<file path="src/rtl/int_pkg.sv">
// rtl/int_pkg.sv - shared FSM type and reset constants for the interrupt controller
package int_pkg;

  typedef enum logic [1:0] {
    IDLE = 2'd0,
    REQ  = 2'd1,
    SERV = 2'd2
  } int_state_e;

  localparam logic [5:0] ACK_STATE_DEFAULT = 6'd40;
  localparam logic       MASK_RST_BIT      = 1'b1;

endpackage

</file>
<file path="src/rtl/irq_sync.sv">
// rtl/irq_sync.sv - 2-flop synchroniser plus rising-edge detector for one request line
module irq_sync (
  input  logic clk,
  input  logic rstn,
  input  logic irq,
  output logic rise
);

  logic       s1;
  logic       s2;
  logic       prev;
  logic [2:0] fill;

  always_ff @(posedge clk or negedge rstn) begin
    if (!rstn) begin
      s1   <= 1'b0;
      s2   <= 1'b0;
      prev <= 1'b0;
      fill <= '0;
    end else begin
      s1   <= irq;
      s2   <= s1;
      prev <= s2;
      fill <= {fill[1:0], 1'b1};
    end
  end

  // A line already high at reset release is not an event: edges only count once
  // both s2 and prev hold genuinely sampled values rather than reset zeros.
  assign rise = s2 & ~prev & fill[2];

endmodule

</file>
<file path="src/rtl/interrupt_controller.sv">
// rtl/interrupt_controller.sv - latches, masks and prioritises request lines into INT
module interrupt_controller
  import int_pkg::*;
#(
  parameter int              N_IRQ     = 4,
  parameter int              ST_W      = 6,
  parameter logic [ST_W-1:0] ACK_STATE = ST_W'(ACK_STATE_DEFAULT),
  localparam int             ID_W      = (N_IRQ > 1) ? $clog2(N_IRQ) : 1
) (
  input  logic             clk,
  input  logic             rstn,
  input  logic [N_IRQ-1:0] irq,
  input  logic             mask_we,
  input  logic [N_IRQ-1:0] mask_in,
  input  logic [ST_W-1:0]  st,
  output logic             INT,
  output logic [ID_W-1:0]  int_id,
  output logic [N_IRQ-1:0] pending
);

  logic [N_IRQ-1:0] rise;
  logic [N_IRQ-1:0] mask;
  logic [N_IRQ-1:0] eligible;
  logic [N_IRQ-1:0] clr;
  logic [ID_W-1:0]  winner;
  logic             ack;
  int_state_e       state;

  for (genvar g = 0; g < N_IRQ; g++) begin : g_sync
    irq_sync u_sync (
      .clk  (clk),
      .rstn (rstn),
      .irq  (irq[g]),
      .rise (rise[g])
    );
  end

  assign eligible = pending & ~mask;
  assign ack      = (st == ACK_STATE);

  always_comb begin
    winner = '0;
    for (int i = N_IRQ - 1; i >= 0; i--) begin
      if (eligible[i]) winner = ID_W'(i);
    end
  end

  always_comb begin
    clr = '0;
    if (state == REQ && ack) clr[int_id] = 1'b1;
  end

  always_ff @(posedge clk or negedge rstn) begin
    if (!rstn) begin
      state   <= IDLE;
      INT     <= 1'b0;
      int_id  <= '0;
      pending <= '0;
      mask    <= {N_IRQ{MASK_RST_BIT}};
    end else begin
      // A new edge on the source being acknowledged must survive the clear.
      pending <= (pending & ~clr) | rise;
      if (mask_we) mask <= mask_in;
      case (state)
        IDLE: begin
          if (|eligible) begin
            int_id <= winner;
            INT    <= 1'b1;
            state  <= REQ;
          end
        end
        REQ: begin
          if (ack) begin
            INT   <= 1'b0;
            state <= SERV;
          end
        end
        SERV: begin
          if (!ack) state <= IDLE;
        end
        default: begin
          INT   <= 1'b0;
          state <= IDLE;
        end
      endcase
    end
  end

endmodule
</file>
<file path="config.mk">
export PLATFORM = sky130hd
export DESIGN_NAME = interrupt_controller
export DESIGN_NICKNAME = d
export VERILOG_FILES = /design/src/rtl/int_pkg.sv /design/src/rtl/irq_sync.sv /design/src/rtl/interrupt_controller.sv
export SDC_FILE = /design/constraint.sdc
export NUM_CORES = 1
export LEC_CHECK = 0
export BUFFER_PORTS_ARGS = -buffer_cell sky130_fd_sc_hd__buf_2
export CORE_MARGIN = 2
export CORE_UTILIZATION = 54
export DETAILED_ROUTE_END_ITERATION = 8
export GPL_ROUTABILITY_DRIVEN = 0
export HOLD_SLACK_MARGIN = 0.15
export PLACE_DENSITY_LB_ADDON = 0.08
export SYNTH_ARGS = -nofsm -noshare
export SYNTH_HDL_FRONTEND = slang
export SYNTH_SLANG_ARGS = --single-unit
</file>
<file path="constraint.sdc">
create_clock -name clk -period 2.6 [get_ports clk]
set_input_delay 0.26 -clock clk [delete_from_list [all_inputs] [get_ports clk]]
set_output_delay 0.26 -clock clk [all_outputs]
set_load 0.005 [all_outputs]
</file>
==> flow_metrics.tcl <==
set metrics [dict create \
    hpwl_mm 1.21 \
    skew_ns 0.0124 \
    synth_common_cells "dfrtp_1, a21oi_1, dfstp_2, nand2b_1, nor2_1" \
    synth-edff-count 0 \
    h-tree-depth 1 \
    yosysSeqAreaShare_pct 68.4 \
    post_synth.cell_area_avg_sq_um 13.9 \
    synth.most_common_cell "dfrtp_1" \
    power_density_nw_per_um2 767 \
    grt_use_total_pct 17.7 \
    rows 15 \
    insertion_delay_ns 0.32 \
    clk_pin_slew_ns 0.15 \
    outcome "finished, final reports clean" \
    antenna_found_initial 0 \
    fin_ws_ns 1.18 \
    grt_pass1_wl_mm 2.69 \
    crit_fanout 3 \
    grt_max_degree 29 \
    final_nets 128 \
    ant_nets 0 \
    final_util_pct 74.9 \
    cp.required_ns 2.82 \
    diodes 0 \
    synth_cell_type_count 26 \
    port_buffers 23 \
    ir_drop_mv 0.523 \
    hold_class "in -> reg" \
    grt_pass1_vias 635 \
    syn_inst 74 \
    vias 656 \
    synthFlopType "dfrtp_1" \
    wl_per_cell_um 12.6 \
    num-fill-cells 140 \
    dieArea_sq_um 2280 \
    start_util_pct 58.5 \
    ys_ff_latch 28 \
    gr-total-overflow 0 \
    die_x_um 47.7 \
    syn_nets 91 \
    worstMarginPinSlew_ns 0.590 \
    cts_tree "yes" \
    crit_path_end_kind "flop" \
    synth_largest_area_cell "dfrtp_1" \
    drt_pass1_iterations 4 \
    setup_violations 0 \
    ys_top_cells_by_area "dfrtp_1, dfstp_2, mux2_1" \
    slew-limit-headroom_pct 60.7 \
    cts.path.max_buffers 2 \
    cts.repair.resized 0 \
    drt_wl_total_mm 1.70 \
    viasPerCell 4.86 \
    yosysWarnings 0 \
    start_kind "flop" \
    layout_min_cycle_time_ns 1.42 \
    synth.cell_area_sq_um 1030 \
    p_leak_nw 0.624 \
    maxCapViolations 0 \
    core-area_sq_um 1760 \
    min_period_over_period_pct 54.4 \
    max_freq_mhz 707 \
    drt-initial-drc-count 1 \
    dpl_worst_slack_ns 1.22 \
    final-hold-violation-count 0 \
    clock-sinks 28 \
    drive_gt1_share_pct 35.5 \
    rsz0062_at_grt "false" \
    path_class "reg -> reg" \
    setup_tns_ns 0 \
    clock-root-buffer "clkbuf_4" \
    die_h_um 47.7 \
    arrival_ns 1.63 \
    synthToLayoutAreaGrowth_pct 28.0 \
    yosysTopAreaCellShare_pct 58.2 \
    synthArstFlopShare_pct 100 \
    cts_made_buffers 3 \
    remaining_drc_errors 0 \
    drv_slew 0 \
    io_pins 24 \
]
## sequential cells by signal, summed over array words and instances (netlist names), 2 cells and up
register            flops
state                   2
g_sync.u_sync.fill      3
g_sync.u_sync.s1        4
g_sync.u_sync.prev      4
pending                 4
int_id                  2
mask                    4
g_sync.u_sync.s2        4
## cell families after synthesis
logic type,after synthesis,share of synthesized area [%]
flip-flops,28,68.4
AND/OR/NAND/NOR,25,17.3
AO/OA/AOI/OAI,13,8.12
multiplexers,4,4.73
buffers and inverters,3,1.09
other,1,0.363
## layout by cell type (no fill, tap or decap), drive strengths merged
master        n
nor2          6
dfrtp        24
a22oi         1
nor3b         2
o21ai         3
and3          1
nand2b        4
bufinv        1
and3b         3
a21boi        1
nor3          1
a31oi         1
dfstp         4
dlygate4sd3   9
mux2          4
a21oi         4
inv           3
buf          23
conb          1
nor2b         3
nand2         2
clkbuf        3
nand3b        2
a2bb2oi       1
nor4b         1
o21a          2
## per-layer routing
metal / global-route usage [%] / routed length [um]
met5: 0 / 0
met4: 9.73 / 29
met3: 2.64 / 65
met2: 29.3 / 867
met1: 22.2 / 737
## worst max-delay path, stage by stage (launching register included)
cell and delay (ns):
dfstp_2 0.58, nor2b_4 0.04, o21ai_1 0.15, nor2b_2 0.23, mux2_4 0.31
## repair_timing
item | 4_1_cts | 5_1_grt
endpoints found under the setup margin | 0 | 0
hold buffers | 7 | 2
buffers inserted | 0 | 0
hold endpoints to repair | 30 | 1
## metrics by stage
step                hold slack [ns]  area (sq um)  total power, mW  cells
finish                        0.183          1320             1.01    135
global route                  0.166          1320             1.07    135
CTS                           0.155          1300             1.02    133
detailed placement            0.295          1180            0.736    122
global placement              0.289          1180            0.729    122
floorplan                   -0.0356          1030            0.661     74
## cell type report
cell class                      instances  area [sq um]  share of cell area, %
Clock inverter                          1          30.0                   2.27
Multi-Input combinational cell         43           315                   23.9
Timing Repair Buffer                   32           205                   15.5
Clock buffer                            3          22.5                   1.70
Tap cell                               25          31.3                   2.37
Sequential cell                        28           706                   53.4
Inverter                                3          11.3                  0.852
## final timing paths
check / startpoint / end / slack, ns / cells after the start
worst max-delay path: mask[1] / int_id[0] / 1.18 / 4
worst min-delay path: mask_in[2] / mask[2] / 0.18 / 2
worst max register to register: mask[1] / int_id[0] / 1.18 / 4
worst min register to register: g_sync[0].u_sync.s1 / g_sync[0].u_sync.s2 / 0.37 / 0
max in group asynchronous: rstn / g_sync[0].u_sync.s2 / 1.76 / 2
min in group asynchronous: rstn / int_id[1] / 0.45 / 2
## where the power goes
group	total (mW)	internal, mW	switching [mW]	leakage [nW]
Combinational	0.196	0.117	0.0789	0.286
Sequential	0.541	0.492	0.0492	0.309
Clock	0.277	0.156	0.122	0.0279
Power figures use the tool's default switching activity.
